### config.mk
export PLATFORM = sky130hd
export DESIGN_NAME = watchdog_seq_flat
export DESIGN_NICKNAME = d
export VERILOG_FILES = /design/src/rtl/watchdog_seq_if.sv /design/src/rtl/watchdog_seq.sv /design/src/flat_wrapper.sv
export SDC_FILE = /design/constraint.sdc
export NUM_CORES = 1
export LEC_CHECK = 0
export ABC_AREA = 0
export CORE_AREA = 2 2 63 65
export DETAILED_ROUTE_END_ITERATION = 16
export DIE_AREA = 0 0 65 67
export GPL_TIMING_DRIVEN = 0
export PLACE_DENSITY = 0.83
export SLEW_MARGIN = 20
export SYNTH_ARGS = -nofsm -noshare
export SYNTH_HDL_FRONTEND = slang
export SYNTH_SLANG_ARGS = --single-unit
### constraint.sdc
create_clock -name clk -period 2.6 [get_ports clk]
set_clock_uncertainty 0.15 [all_clocks]
set_input_delay 0.52 -clock clk [delete_from_list [all_inputs] [get_ports clk]]
set_output_delay 0.52 -clock clk [all_outputs]
set_load 0.05 [all_outputs]
### src/rtl/watchdog_seq_if.sv
// watchdog_seq_if: start/busy handshake bundle for watchdog_seq.
// master = surrounding engines/loader, slave = the sequencer.
interface watchdog_seq_if;
  logic       params_valid;
  logic       core_busy;
  logic       ol_busy;
  logic       clear_err;
  logic       core_start;
  logic       ol_start;
  logic       loader_hold;
  logic       run_done;
  logic [2:0] state;
  logic       timeout;
  logic [1:0] err_phase;
  logic       overrun;
  logic [7:0] run_count;

  modport master (
    output params_valid, core_busy,
    output ol_busy, clear_err,
    input  core_start, ol_start,
    input  loader_hold, run_done,
    input  state, timeout, err_phase,
    input  overrun, run_count
  );

  modport slave (
    input  params_valid, core_busy,
    input  ol_busy, clear_err,
    output core_start, ol_start,
    output loader_hold, run_done,
    output state, timeout, err_phase,
    output overrun, run_count
  );
endinterface

### src/rtl/watchdog_seq.sv
// watchdog_seq: params -> eig_core -> output_loader sequencer.
// Each busy handshake is bounded by a per-phase wait counter.
module watchdog_seq #(
  parameter int ACK_WIN        = 8,
  parameter int TIMEOUT_CYCLES = 1024,
  parameter int CNT_W          = 16
) (
  input  logic          clk,
  input  logic          rst,
  input  logic          ena,
  watchdog_seq_if.slave bus
);

  typedef enum logic [2:0] {
    S_IDLE = 3'd0,
    S_CACK = 3'd1,
    S_CALC = 3'd2,
    S_OACK = 3'd3,
    S_OUT  = 3'd4,
    S_ERR  = 3'd5
  } state_t;

  localparam logic [CNT_W-1:0] ACK_LIM =
    CNT_W'(ACK_WIN - 1);
  localparam logic [CNT_W-1:0] TO_LIM =
    CNT_W'(TIMEOUT_CYCLES - 1);

  state_t           st;
  logic [CNT_W-1:0] wait_cnt;
  logic             core_start;
  logic             ol_start;
  logic             loader_hold;
  logic             run_done;
  logic             timeout;
  logic [1:0]       err_phase;
  logic             overrun;
  logic [7:0]       run_count;

  logic pv;
  logic cb;
  logic ob;
  logic ce;

  assign pv = bus.params_valid;
  assign cb = bus.core_busy;
  assign ob = bus.ol_busy;
  assign ce = bus.clear_err;

  // Sequencer FSM with registered pulses, flags and counters.
  always_ff @(posedge clk) begin
    if (rst) begin
      st          <= S_IDLE;
      wait_cnt    <= '0;
      core_start  <= 1'b0;
      ol_start    <= 1'b0;
      loader_hold <= 1'b0;
      run_done    <= 1'b0;
      timeout     <= 1'b0;
      err_phase   <= 2'd0;
      overrun     <= 1'b0;
      run_count   <= 8'd0;
    end else if (!ena) begin
      core_start <= 1'b0;
      ol_start   <= 1'b0;
      run_done   <= 1'b0;
    end else begin
      core_start <= 1'b0;
      ol_start   <= 1'b0;
      run_done   <= 1'b0;
      if (pv && st != S_IDLE)
        overrun <= 1'b1;
      case (st)
        S_IDLE: begin
          wait_cnt <= '0;
          if (pv) begin
            st          <= S_CACK;
            core_start  <= 1'b1;
            loader_hold <= 1'b1;
          end
        end
        S_CACK: begin
          if (cb) begin
            st       <= S_CALC;
            wait_cnt <= '0;
          end else if (wait_cnt == ACK_LIM) begin
            st        <= S_ERR;
            wait_cnt  <= '0;
            timeout   <= 1'b1;
            err_phase <= 2'd1;
          end else begin
            wait_cnt <= wait_cnt + 1'b1;
          end
        end
        S_CALC: begin
          if (!cb) begin
            st       <= S_OACK;
            wait_cnt <= '0;
            ol_start <= 1'b1;
          end else if (wait_cnt == TO_LIM) begin
            st        <= S_ERR;
            wait_cnt  <= '0;
            timeout   <= 1'b1;
            err_phase <= 2'd2;
          end else begin
            wait_cnt <= wait_cnt + 1'b1;
          end
        end
        S_OACK: begin
          if (ob) begin
            st       <= S_OUT;
            wait_cnt <= '0;
          end else if (wait_cnt == ACK_LIM) begin
            st        <= S_ERR;
            wait_cnt  <= '0;
            timeout   <= 1'b1;
            err_phase <= 2'd3;
          end else begin
            wait_cnt <= wait_cnt + 1'b1;
          end
        end
        S_OUT: begin
          if (!ob) begin
            st          <= S_IDLE;
            wait_cnt    <= '0;
            loader_hold <= 1'b0;
            run_done    <= 1'b1;
            run_count   <= run_count + 8'd1;
          end else if (wait_cnt == TO_LIM) begin
            st        <= S_ERR;
            wait_cnt  <= '0;
            timeout   <= 1'b1;
            err_phase <= 2'd3;
          end else begin
            wait_cnt <= wait_cnt + 1'b1;
          end
        end
        S_ERR: begin
          wait_cnt <= '0;
          if (ce) begin
            st          <= S_IDLE;
            loader_hold <= 1'b0;
            timeout     <= 1'b0;
            err_phase   <= 2'd0;
          end
        end
        default: begin
          st          <= S_IDLE;
          wait_cnt    <= '0;
          loader_hold <= 1'b0;
        end
      endcase
    end
  end

  assign bus.state       = st;
  assign bus.core_start  = core_start;
  assign bus.ol_start    = ol_start;
  assign bus.loader_hold = loader_hold;
  assign bus.run_done    = run_done;
  assign bus.timeout     = timeout;
  assign bus.err_phase   = err_phase;
  assign bus.overrun     = overrun;
  assign bus.run_count   = run_count;

endmodule

### src/flat_wrapper.sv
// flat-port wrapper written by rule: the top's interface ports become plain ports
module watchdog_seq_flat 
#(
  parameter int ACK_WIN        = 8,
  parameter int TIMEOUT_CYCLES = 1024,
  parameter int CNT_W          = 16
)
  (clk, rst, ena, bus_params_valid, bus_core_busy, bus_ol_busy, bus_clear_err, bus_core_start, bus_ol_start, bus_loader_hold, bus_run_done, bus_state, bus_timeout, bus_err_phase, bus_overrun, bus_run_count);
  watchdog_seq_if bus_i ();
  input  logic clk;
  input  logic rst;
  input  logic ena;
  input wire logic [$bits(bus_i.params_valid)-1:0] bus_params_valid;
  input wire logic [$bits(bus_i.core_busy)-1:0] bus_core_busy;
  input wire logic [$bits(bus_i.ol_busy)-1:0] bus_ol_busy;
  input wire logic [$bits(bus_i.clear_err)-1:0] bus_clear_err;
  output wire logic [$bits(bus_i.core_start)-1:0] bus_core_start;
  output wire logic [$bits(bus_i.ol_start)-1:0] bus_ol_start;
  output wire logic [$bits(bus_i.loader_hold)-1:0] bus_loader_hold;
  output wire logic [$bits(bus_i.run_done)-1:0] bus_run_done;
  output wire logic [$bits(bus_i.state)-1:0] bus_state;
  output wire logic [$bits(bus_i.timeout)-1:0] bus_timeout;
  output wire logic [$bits(bus_i.err_phase)-1:0] bus_err_phase;
  output wire logic [$bits(bus_i.overrun)-1:0] bus_overrun;
  output wire logic [$bits(bus_i.run_count)-1:0] bus_run_count;
  assign bus_i.params_valid = bus_params_valid;
  assign bus_i.core_busy = bus_core_busy;
  assign bus_i.ol_busy = bus_ol_busy;
  assign bus_i.clear_err = bus_clear_err;
  assign bus_core_start = bus_i.core_start;
  assign bus_ol_start = bus_i.ol_start;
  assign bus_loader_hold = bus_i.loader_hold;
  assign bus_run_done = bus_i.run_done;
  assign bus_state = bus_i.state;
  assign bus_timeout = bus_i.timeout;
  assign bus_err_phase = bus_i.err_phase;
  assign bus_overrun = bus_i.overrun;
  assign bus_run_count = bus_i.run_count;
  watchdog_seq #(.ACK_WIN(ACK_WIN), .TIMEOUT_CYCLES(TIMEOUT_CYCLES), .CNT_W(CNT_W)) u_core (.clk(clk), .rst(rst), .ena(ena), .bus(bus_i));
endmodule
== After elaboration in Yosys (flattened, before gate mapping) ==
Cells that the tools add are included.

* Bits in registers: 35
* Input bits: 7
* Output and inout bits: 19
* Word-level logic and storage cells: 90

* Add/subtract/negate cells: 2
* Eq/ne operators: 18
* Muxes and demuxes: 40
* Bitwise gates (word level): 6
* Reductions and logical operators: 14

{| class="wikitable"
|+ Operator list
! operator !! count
|-
| $mux W16 || 6
|-
| $pmux W16 S4 || 1
|-
| $mux W3 || 8
|-
| $mux W2 || 9
|-
| $pmux W3 S6 || 1
|-
| $add A16 B1 Y16 const B || 1
|-
| $eq A16 B10 Y1 const B || 1
|-
| $eq A16 B3 Y1 const B || 1
|-
| $ne A2 B2 Y1 const B || 7
|-
| $mux W1 || 12
|-
| $reduce_or A3 Y1 || 4
|-
| $reduce_and A11 Y1 || 1
|-
| $pmux W2 S5 || 1
|-
| $add A8 B1 Y8 const B || 1
|-
| $ne A2 B1 Y1 const B || 4
|-
| $reduce_and A7 Y1 || 1
|-
| $eq A3 B2 Y1 const B || 2
|-
| $eq A3 B3 Y1 const B || 2
|-
| $not A1 Y1 || 6
|-
| $reduce_and A3 Y1 || 2
|-
| $pmux W1 S5 || 1
|-
| $reduce_and A5 Y1 || 1
|-
| $reduce_bool A5 Y1 || 1
|-
| $pmux W1 S4 || 1
|-
| 5 further kinds || 5
|}

== Logic depth before layout (Yosys ltp) ==
Gate-level depths: netlist (run 1).

* Word-level depth: 4
* Gate-level depth with buffers: 7
* Gate-level depth less buffers: 6

== Worst setup path after synthesis (run 1) ==
No wires, ideal clock.

* Path kind: reg2reg
* From: register u_core.st[2], in the netlist u_core.bus.state[2]
* To: register u_core.err_phase[0], in the netlist u_core.bus.err_phase[0]
* Library setup time: 116 ps
* Data arrival time: 1,786 ps
* Required time: 2,334 ps
* Setup slack: 548 ps
* Cell stages (with the launch flop): 6
* Path buffers: 0
* Period minus slack after synthesis: 2,052 ps
* Cell sequence: dfxtp_1 > inv_1 > a211o_1 > a221oi_2 > a21oi_1 > a31o_2

* Longest elaborated chain between the ends: 3
* Elaborated cells on any way between the ends: 17
* Classes of those cells: eq/ne: 14; mux: 1; reduce/logical: 2

{| class="wikitable"
|+ Ends and longest elaborated chain
! element !! line !! text
|-
| start: declaration || watchdog_seq.sv:28 || <nowiki>state_t st;</nowiki>
|-
| start signal: assignment || watchdog_seq.sv:52 || <nowiki>st <= S_IDLE;</nowiki>
|-
| start signal: assignment || watchdog_seq.sv:76 || <nowiki>st <= S_CACK;</nowiki>
|-
| start signal: assignment || watchdog_seq.sv:83 || <nowiki>st <= S_CALC;</nowiki>
|-
| $eq A3 B1 Y1 (tied with other cells) || watchdog_seq.sv:72 || <nowiki>case (st)</nowiki>
|-
| $reduce_bool A5 Y1 (no source line) (tied with other cells) || -- ||
|-
| $reduce_and A11 Y1 (no source line) || -- ||
|-
| end signal: assignment || watchdog_seq.sv:59 || <nowiki>err_phase <= 2'd0;</nowiki>
|-
| end signal: assignment || watchdog_seq.sv:89 || <nowiki>err_phase <= 2'd1;</nowiki>
|-
| end signal: assignment || watchdog_seq.sv:103 || <nowiki>err_phase <= 2'd2;</nowiki>
|-
| end: declaration || watchdog_seq.sv:35 || <nowiki>logic [1:0] err_phase;</nowiki>
|}

Several ways; a longest one is shown, not always the timed one.
A chain may end at the register's enable or synchronous reset.

== Worst setup path after layout (run 1) ==
* From: register u_core.st[2], in the netlist u_core.bus.state[2]
* To: output port bus_state[2]

{| class="wikitable"
|+ RTL lines
! element !! line !! text
|-
| end: declaration || flat_wrapper.sv:21 || <nowiki>output wire logic [$bits(bus_i.state)-1:0] bus_state;</nowiki>
|}

No word-level cell between the ends.

==> flow_summary.yaml, run 1 <==
power_and_ir_drop:
  finalPower_uw: 1183
  p_per_area_mw_per_mm2: 518.6
  ir_drop_v: 0.0003536
  swShare_pct: 27.26
  power_frac_clock_pct: 36.7
  p_seq_share_pct: 47.3
  leakage_uw: 0.0008143
  intPower_uw: 860.5
  combPwrFrac_pct: 16.1
  p_sw_uw: 322.5
grt:
  grt_max_degree: 11
  grt_pass1_wl_um: 6886
  gr-usage-all-layers_pct: 20.26
  gr-total-overflow: 0
  grt_pass1_vias: 1525
  grt_antenna_before_repair: 0
clocking:
  clkTransAtPathRegs_ns: 0.07
  cts_hold_buf: 0
  cts-buffers-inserted: 5
  worstSkewPairLatency_ns: 0.29
  cts_tree: "done"
  htreeDepth: 2
  clock-root-buffer: "clkbuf_8"
  cts_resized: 0
  clk_path_buf_depth: 2
  cts_setup_buffers: 0
  cts.sinks: 35
timing:
  max_slew.worst_pin.slew_ns: 0.5434
  slew_viol_final: 0
  rsz0062_at_grt: "no"
  timing.hold.ws_ns: 0.3346
  slew-limit-headroom_pct: 63.64
  period_share_pct: 89.13
  setup_viol: 0
  hold_viol: 0
  min_period_ns: 2.317
  fmax_mhz: 431.5
synthesis:
  seq_area_frac_synth_pct: 37.26
  ys_ff_latch: 35
  yosys_most_used_dff: "dfxtp_1"
  async_reset_ff_share_pct: 0
  yosysMostFrequentCell: "dfxtp_1"
  syn-cell-area_mm2: 0.001881
  synth_edf_count: 0
  synth_cell_types: 47
  yosys.area.top_type: "dfxtp_1"
  syn_nets: 223
  yosys-top-cells-area: "dfxtp_1, xor2_1, nor2_1"
  synth_top_area_share_pct: 37.26
  synth_commonest_cells: "dfxtp_1, nor2_1, xor2_1, nand2_1"
  yosysWarnings: 0
  syn-instance-count: 214
  avgSynthCellArea_um2: 8.788
worst_setup_path:
  cp-start-kind: "flip-flop"
  cp_max_fo: 10
  critPathKind: "flip-flop to output pin"
  endpoint: "bus_state[2]"
  path_buf_inv: 1
  cp_top_family: "buffers and inverters"
  rr_worst_depth: 7
  rrSetupSlack_ns: 0.58
  critPathMaxStageDelay_ns: 0.86
  cp_data_arrival_time_ns: 1.65
  worst_path_max_delay_cell: "clkdlybuf4s50_1"
  rr_endpoint: "u_core.bus.run_count[3]"
  startpoint: "u_core.bus.state[2]"
  crit_chain: "clkdlybuf4s50_1"
  worstPathRequired_ns: 1.93
  r2r-start: "u_core.bus.state[0]"
  endpoint_kind: "output pin"
  cp.depth: 1
routing:
  drc: 0
  viasPerCell: 5.673
  wl_per_cell_um: 13.61
  dr.pass1.iters: 4
  routed_wl_um: 4001
  antenna_left: 0
  drt-initial-drc-count: 131
  vias: 1668
run_status:
  status: "complete, no violations"
finish:
  nFillCells: 302
  insertedDiodeCount: 0
  drive_gt1_share_pct: 9.756
  layout.nets: 254
  syn_to_final_growth_pct: 21.29
floorplan:
  dieWidth_um: 65
  core_area_mm2: 0.003606
  initial_utilization_pct: 52.15
  rows: 22
  die_area_mm2: 0.004355
  ios: 26
  die_h_um: 67
place:
  hpwl_um: 2960
  place_congestion: 0.8813
  io_buffers: 24
hold_path:
  holdCritPathClass: "flip-flop to flip-flop"
run:
  cap_viol_max_count: 0
==> cells in the final DEF, fill, tap and decap left out, drive strengths merged, types with 2 or more instances in the layout <==
cell type | synthesis | routed
clkdlybuf4s50 | 0 | 24
nand4 | 11 | 11
nor3 | 3 | 3
nand3 | 8 | 8
o21ai | 2 | 2
buf | 5 | 5
clkbuf | 6 | 14
nand2 | 14 | 14
a31oi | 4 | 4
and4 | 4 | 4
ha | 2 | 2
and2 | 3 | 3
a21oi | 10 | 10
o21bai | 2 | 2
xor2 | 15 | 15
nand2b | 4 | 4
inv | 4 | 4
nand4b | 3 | 3
a211oi | 3 | 3
dfxtp | 35 | 35
or3 | 3 | 3
nor4b | 5 | 5
and3 | 6 | 6
mux2i | 4 | 4
a311oi | 2 | 2
xnor2 | 4 | 4
nor2 | 28 | 28
nor2b | 4 | 4
nand3b | 8 | 8
==> logic make-up after synthesis <==
logic type,count (synthesis),synth area share [%]
xor gates and xnor gates,19,8.849
adders and majority gates,2,1.330
DFF,35,37.26
AOI/OAI and AO/OA,32,13.11
and+or+nand+nor,106,33.33
muxes,4,2.129
buffers and inverters,16,3.991
==> power by group through the flow <==
stage / sequential (uW) / combinational (uW) / clock, uW
2_1_floorplan: 605 / 100 / 0
3_3_place_gp: 571 / 187 / 0
3_5_place_dp: 571 / 189 / 0
4_1_cts: 559 / 190 / 442
5_1_grt: 561 / 206 / 466
6_report: 559 / 190 / 434
==> sequential cells by signal, indices dropped and copies added, names as in the netlist, 2 cells and up <==
name                  count
u_core.wait_cnt          16
u_core.bus.run_count      8
u_core.bus.state          3
u_core.bus.err_phase      2
==> how the worst min path moves through the flow <==
stage                                       from                      to  slack, ns  cells past startpoint
after detailed placement  u_core.bus.loader_hold  u_core.bus.loader_hold       0.32                      2
after floorplan               u_core.wait_cnt[1]      u_core.wait_cnt[1]       0.31                      2
after global placement        u_core.bus.overrun      u_core.bus.overrun       0.31                      2
after global routing      u_core.bus.loader_hold  u_core.bus.loader_hold       0.37                      2
after CTS                 u_core.bus.loader_hold  u_core.bus.loader_hold       0.34                      2
final                     u_core.bus.loader_hold  u_core.bus.loader_hold       0.33                      2
==> per-stage QoR <==
stage	worst slack (ns)	setup TNS [ns]	std cells	utilization, %	instance area [um2]
floorplan	0.5476	0	214	-	1881
global placement	0.03297	0	286	60.48	2181
detailed placement	-0.02104	-0.02104	286	60.48	2181
CTS	0.2774	0	294	63.25	2281
global route	0.08615	0	294	63.25	2281
finish	0.2827	0	294	63.25	2281
==> final cells by class <==
| class | count | area (um2) | share of cell area, % |
|---|---|---|---|
| inverters | 5 | 18.77 | 0.8228 |
| plain buffers | 11 | 56.30 | 2.468 |
| multi-input cells | 163 | 1105 | 48.44 |
| repair buffers | 24 | 240.2 | 10.53 |
| flip-flops and latches | 35 | 700.7 | 30.72 |
| clock buffers | 8 | 100.1 | 4.388 |
| well taps | 48 | 60.06 | 2.633 |
==> metal layers <==
metal / vias to the layer above / share of wire [%] / GRT usage, %
met2: 50 / 47 / 31.31
met5: - / 0 / 0
met3: 4 / 4.8 / 4.392
met1: 783 / 47 / 27.62
li1: 831 / - / -
met4: 0 / 1.0 / 7.447
No activity file was read; power rests on OpenSTA's default activity.
==> run 2, diff against run 1 <==
--- a/config.mk
+++ b/config.mk
@@ -5,13 +5,13 @@
 export SDC_FILE = /design/constraint.sdc
 export NUM_CORES = 1
 export LEC_CHECK = 0
-export ABC_AREA = 0
+export ABC_AREA = 1
 export CORE_AREA = 2 2 63 65
 export DETAILED_ROUTE_END_ITERATION = 16
 export DIE_AREA = 0 0 65 67
 export GPL_TIMING_DRIVEN = 0
-export PLACE_DENSITY = 0.83
-export SLEW_MARGIN = 20
+export PLACE_DENSITY = 0.85
+export SLEW_MARGIN = 5
 export SYNTH_ARGS = -nofsm -noshare
 export SYNTH_HDL_FRONTEND = slang
 export SYNTH_SLANG_ARGS = --single-unit
==> run 2 against run 1 <==
First-iteration DRC count grew 18%. Final cell count rose by 29%. Utilization rose by 3.7 points. Die area is the same. Critical path type unchanged. Largest power group is now the clock network. Sequential cell count is the same. Cell area rose by 5.9%. Highest routed layer unchanged. Fmax rose by 0.43%.
==> flow_summary.yaml, run 2 <==
worst_setup_path:
  cp_max_fo: 6
  path_buf_inv: 1
  critPathMaxStageDelay_ns: 0.86
  endpoint_kind: "output pin"
  cp_top_family: "buffers and inverters"
  cp_data_arrival_time_ns: 1.64
  cp-start-kind: "flip-flop"
  worstPathRequired_ns: 1.93
  crit_chain: "clkdlybuf4s50_1"
  worst_path_max_delay_cell: "clkdlybuf4s50_1"
  critPathKind: "flip-flop to output pin"
power_and_ir_drop:
  p_sw_uw: 307.3
  combPwrFrac_pct: 10.9
  p_per_area_mw_per_mm2: 529.5
  leakage_uw: 0.0009972
  p_seq_share_pct: 42.9
  ir_drop_v: 0.0004352
  intPower_uw: 971.4
  swShare_pct: 24.03
  power_frac_clock_pct: 46.2
routing:
  routed_wl_um: 4581
  drt-initial-drc-count: 155
  dr.pass1.iters: 4
  antenna_left: 0
  viasPerCell: 5.312
  vias: 2008
  wl_per_cell_um: 12.12
  drc: 0
timing:
  slew_viol_final: 0
  min_period_ns: 2.307
  rsz0062_at_grt: "no"
  period_share_pct: 88.74
  hold_viol: 0
  slew-limit-headroom_pct: 64.54
  setup_viol: 0
  max_slew.worst_pin.slew_ns: 0.5302
  setup_tns_ns: 0
  fmax_mhz: 433.4
  timing.hold.ws_ns: 0.3202
floorplan:
  die_area_mm2: 0.004355
  rows: 22
  core_area_mm2: 0.003606
  die_h_um: 67
  initial_utilization_pct: 54.86
  dieWidth_um: 65
  ios: 26
clocking:
  cts_setup_buffers: 0
  clock-root-buffer: "clkbuf_8"
  clk_path_buf_depth: 2
  cts_hold_buf: 0
  clkTransAtPathRegs_ns: 0.08
  cts_resized: 0
  htreeDepth: 2
  worstSkewPairLatency_ns: 0.29
  cts.sinks: 35
  cts-buffers-inserted: 5
  cts_tree: "done"
synthesis:
  yosys-top-cells-area: "dfxtp_1, nand2_1, nor2_1"
  syn-instance-count: 298
  synth_commonest_cells: "nand2_1, nor2_1, dfxtp_1, inv_1, nand3_1"
  yosysMostFrequentCell: "nand2_1"
  synth_edf_count: 0
  seq_area_frac_synth_pct: 35.42
  syn-cell-area_mm2: 0.001978
  yosys.area.top_type: "dfxtp_1"
  synth_top_area_share_pct: 35.42
  synth_cell_types: 34
  yosysWarnings: 0
  syn_nets: 307
  async_reset_ff_share_pct: 0
  yosys_most_used_dff: "dfxtp_1"
  avgSynthCellArea_um2: 6.638
  ys_ff_latch: 35
finish:
  final_common_cell: "nand2_1"
  largest_reg_flops: 16
  nFillCells: 343
  layout.nets: 338
  insertedDiodeCount: 0
  syn_to_final_growth_pct: 22.07
  regMostFlops: "u_core.wait_cnt"
  final_area_mm2: 0.002415
  layout_common_cells: "nand2_1, nor2_1, dfxtp_1, inv_1"
  drive_gt1_share_pct: 10.30
grt:
  grt_antenna_before_repair: 0
  gr-total-overflow: 0
  grt_max_degree: 13
  grt_pass1_wl_um: 7824
  gr-usage-all-layers_pct: 23.38
  grt_pass1_vias: 1811
place:
  place_congestion: 0.9171
  io_buffers: 24
  place_area_mm2: 0.002278
  hpwl_um: 3384
hold_path:
  holdCritPathClass: "flip-flop to flip-flop"
run:
  cap_viol_max_count: 0
run_status:
  status: "complete, no violations"
## run 2: changes by cell type in the layout (fill, tap and decap cells not counted), sizes merged, moves of 5 or more
| cell | previous run | this run |
|---|---|---|
| nor4b | 5 | 0 |
| nand3b | 8 | 0 |
| o21ai | 2 | 10 |
| and3 | 6 | 0 |
| nand3 | 8 | 28 |
| xor2 | 15 | 3 |
| nand2 | 14 | 76 |
| inv | 4 | 37 |
| nor2 | 28 | 60 |
| clkbuf | 14 | 7 |
## run 2: routing by layer
layer,up-vias,track usage (%),share of wire (%)
li1,1022,-,-
met1,905,28.42,44
met2,64,38.40,46
met3,17,5.574,6.2
met4,0,11.97,3.3
met5,-,0,0
## run 2: metrics by stage
step | power, uW | setup slack [ns] | utilization (%) | instances
global placement | 695.8 | 0.3210 | 63.19 | 370
finish | 1279 | 0.2928 | 66.97 | 378
floorplan | 657.4 | 0.7712 | - | 298
detailed placement | 698.6 | 0.3365 | 63.19 | 370
CTS | 1282 | 0.2837 | 66.97 | 378
global route | 1325 | 0.2107 | 66.97 | 378
## run 2: path summary, 6_finish.rpt
kind                             from                       to  slack [ns]  depth (start not counted)
hold / removal     u_core.bus.timeout       u_core.bus.timeout        0.32                          2
setup reg to reg   u_core.wait_cnt[0]  u_core.bus.err_phase[0]        0.70                         12
setup / recovery  u_core.bus.state[1]             bus_state[1]        0.29                          1
hold reg to reg    u_core.bus.timeout       u_core.bus.timeout        0.32                          2
## run 2: kinds of logic (layout without fill, tap and decap cells)
logic type | Yosys count | after routing | share of synthesized area (%)
compound gates | 33 | 33 | 9.931
xor+xnor | 5 | 5 | 2.214
fa+ha+maj | 2 | 2 | 1.265
buf+inv | 44 | 76 | 9.361
flops | 35 | 35 | 35.42
simple gates | 179 | 179 | 41.81
## run 2: worst register-to-register path, delay by kind of cell (launching register included)
kind / cells / cell delay (ns)
simple gates: 10 / 1.00
flops: 1 / 0.36
fa+ha+maj: 1 / 0.20
buf+inv: 1 / 0.10
## run 2: layout make-up
cell class	count	area, um2	share of cell area [%]
timing repair buffer	24	240.2	9.948
sequential	35	700.7	29.02
clock buffer	5	68.82	2.850
buffer	5	37.54	1.554
multi-input combinational	219	1092	45.23
tap	48	60.06	2.487
inverter	39	147.6	6.114
clock inverter	3	67.56	2.798
## run 2: power groups by stage
stage | Combinational (uW) | Clock (uW) | Sequential (uW)
after floorplan | 73.3 | 0 | 584
after global placement | 136 | 0 | 560
after detailed placement | 138 | 0 | 561
after CTS | 139 | 595 | 548
after global routing | 151 | 625 | 549
final | 140 | 591 | 548
==> run 3, diff against run 2 <==
--- a/config.mk
+++ b/config.mk
@@ -11,6 +11,7 @@
 export DIE_AREA = 0 0 65 67
 export GPL_TIMING_DRIVEN = 0
 export PLACE_DENSITY = 0.85
+export SETUP_SLACK_MARGIN = 0.4
 export SLEW_MARGIN = 5
 export SYNTH_ARGS = -nofsm -noshare
 export SYNTH_HDL_FRONTEND = slang
==> run 3 against run 2 <==
First-iteration DRC count down 21%. Critical path depth unchanged. Global-route usage unchanged. Setup slack better by 0.14 ns. Combinational power about the same. Routed wire length down 0.57%. Count of clock-buffer cells in the layout unchanged. Critical path type unchanged. Power about the same. Final cell count unchanged. Clock power about the same. Critical endpoint is now bus_run_count[1].
==> flow_summary.yaml, run 3 (synthesis results as in run 2) <==
worst_setup_path:
  path_buf_inv: 1
  endpoint_kind: "output pin"
  critPathKind: "flip-flop to output pin"
  crit_chain: "clkdlybuf4s50_1"
  cp.depth: 1
  worst_path_max_delay_cell: "clkdlybuf4s50_1"
  rr_worst_depth: 12
  cp_max_fo: 4
  cp-start-kind: "flip-flop"
  critPathMaxStageDelay_ns: 0.82
  cp_data_arrival_time_ns: 1.50
  worstPathRequired_ns: 1.93
  cp_top_family: "buffers and inverters"
finish:
  drive_gt1_share_pct: 10.30
  insertedDiodeCount: 0
  final_common_cell: "nand2_1"
  nFillCells: 342
  regArea_um2: 700.7
  regMostFlops: "u_core.wait_cnt"
  layout.nets: 338
  layout_common_cells: "nand2_1, nor2_1, dfxtp_1, inv_1, nand3_1"
  multi_input_area_mm2: 0.001092
  syn_to_final_growth_pct: 22.52
  largest_reg_flops: 16
run_status:
  status: "complete, no violations"
hold_path:
  holdCritPathClass: "flip-flop to flip-flop"
  min_path_cells: 2
clocking:
  cts.sinks: 35
  clkTransAtPathRegs_ns: 0.08
  cts_hold_buf: 0
  clk_path_buf_depth: 2
  htreeDepth: 2
  cts-buffers-inserted: 5
  worstSkewPairLatency_ns: 0.29
  clock-root-buffer: "clkbuf_8"
  cts_tree: "done"
grt:
  gr-total-overflow: 0
  grt_pass1_vias: 1811
  grt_pass1_wl_um: 7824
  grt_max_degree: 13
  grt_antenna_before_repair: 0
  gr-usage-all-layers_pct: 23.38
routing:
  top_layer_used: "met4"
  wl_per_cell_um: 12.05
  dr.pass1.iters: 4
  drc: 0
  routed_wl_um: 4555
  vias: 2012
  viasPerCell: 5.323
  wl_met2_um: 2124
  drt-initial-drc-count: 123
  antenna_left: 0
  wl_met3_um: 284
  wl_met1_um: 2014
timing:
  timing.hold.ws_ns: 0.3241
  hold_viol: 0
  setup_viol: 0
  min_period_ns: 2.167
  setup_tns_ns: 0
  max_slew.worst_pin.slew_ns: 0.5388
  slew_viol_final: 0
  rsz0062_at_grt: "no"
  slew-limit-headroom_pct: 64.02
  period_share_pct: 83.33
  fmax_mhz: 461.5
floorplan:
  die_area_mm2: 0.004355
  initial_utilization_pct: 54.86
  die_h_um: 67
  core_area_mm2: 0.003606
  dieWidth_um: 65
  ios: 26
  rows: 22
power_and_ir_drop:
  p_per_area_mw_per_mm2: 527.6
  leakage_uw: 0.001077
  ir_drop_v: 0.0004461
run:
  cap_viol_max_count: 0
place:
  io_buffers: 24
  hpwl_um: 3384
  place_congestion: 0.9171
[run 3: cell types whose count changed in the layout (fill, tap and decap cells not counted), sizes merged]
cell	delta
clkdlybuf4s50	-5
dlygate4sd2	+1
dlymetal6s2s	+4
[run 3: where the power goes]
group	switching, uW	internal [uW]	leakage (uW)
sequential	4.77	543	0.000283
combinational	94.0	45.4	0.000730
clock	209	382	0.0000644
[run 3: metal layers]
metal	global-route usage, %	up-vias
met1	28.42	907
met4	11.97	0
met2	38.40	70
met5	0	-
met3	5.574	16
li1	-	1019
[run 3: what timing repair did]
item / 4_1_cts / 5_1_grt
gates resized for setup: 1 / 4
buffers inserted: 0 / 0
pin swaps: 0 / 0
endpoints found under the hold margin: 0 / 0
endpoints found under the setup margin: 1 / 4
[run 3: layout make-up]
class | instances | area share, %
Multi-Input combinational cell | 219 | 45.07
Sequential cell | 35 | 28.91
Timing Repair Buffer | 24 | 10.27
Inverter | 39 | 6.092
Clock buffer | 5 | 2.839
Clock inverter | 3 | 2.788
Tap cell | 48 | 2.478
Buffer | 5 | 1.549
[run 3: worst paths after layout]
kind | start | endpoint | slack (ns)
worst max-delay path | u_core.bus.run_count[1] | bus_run_count[1] | 0.43
worst min-delay path | u_core.bus.timeout | u_core.bus.timeout | 0.32
worst max register to register | u_core.wait_cnt[0] | u_core.bus.err_phase[0] | 0.68
worst min register to register | u_core.bus.timeout | u_core.bus.timeout | 0.32
[run 3: stage by stage]
stage	area (um2)	total power [uW]	util, %	setup slack [ns]	instances
final	2424	1279	67.21	0.4334	378
after global routing	2424	1325	67.21	0.4007	378
after CTS	2414	1282	66.93	0.4052	378
after detailed placement	2278	698.6	63.19	0.3365	370
after global placement	2278	695.8	63.19	0.3210	370
after floorplan	1978	657.4	-	0.7712	298
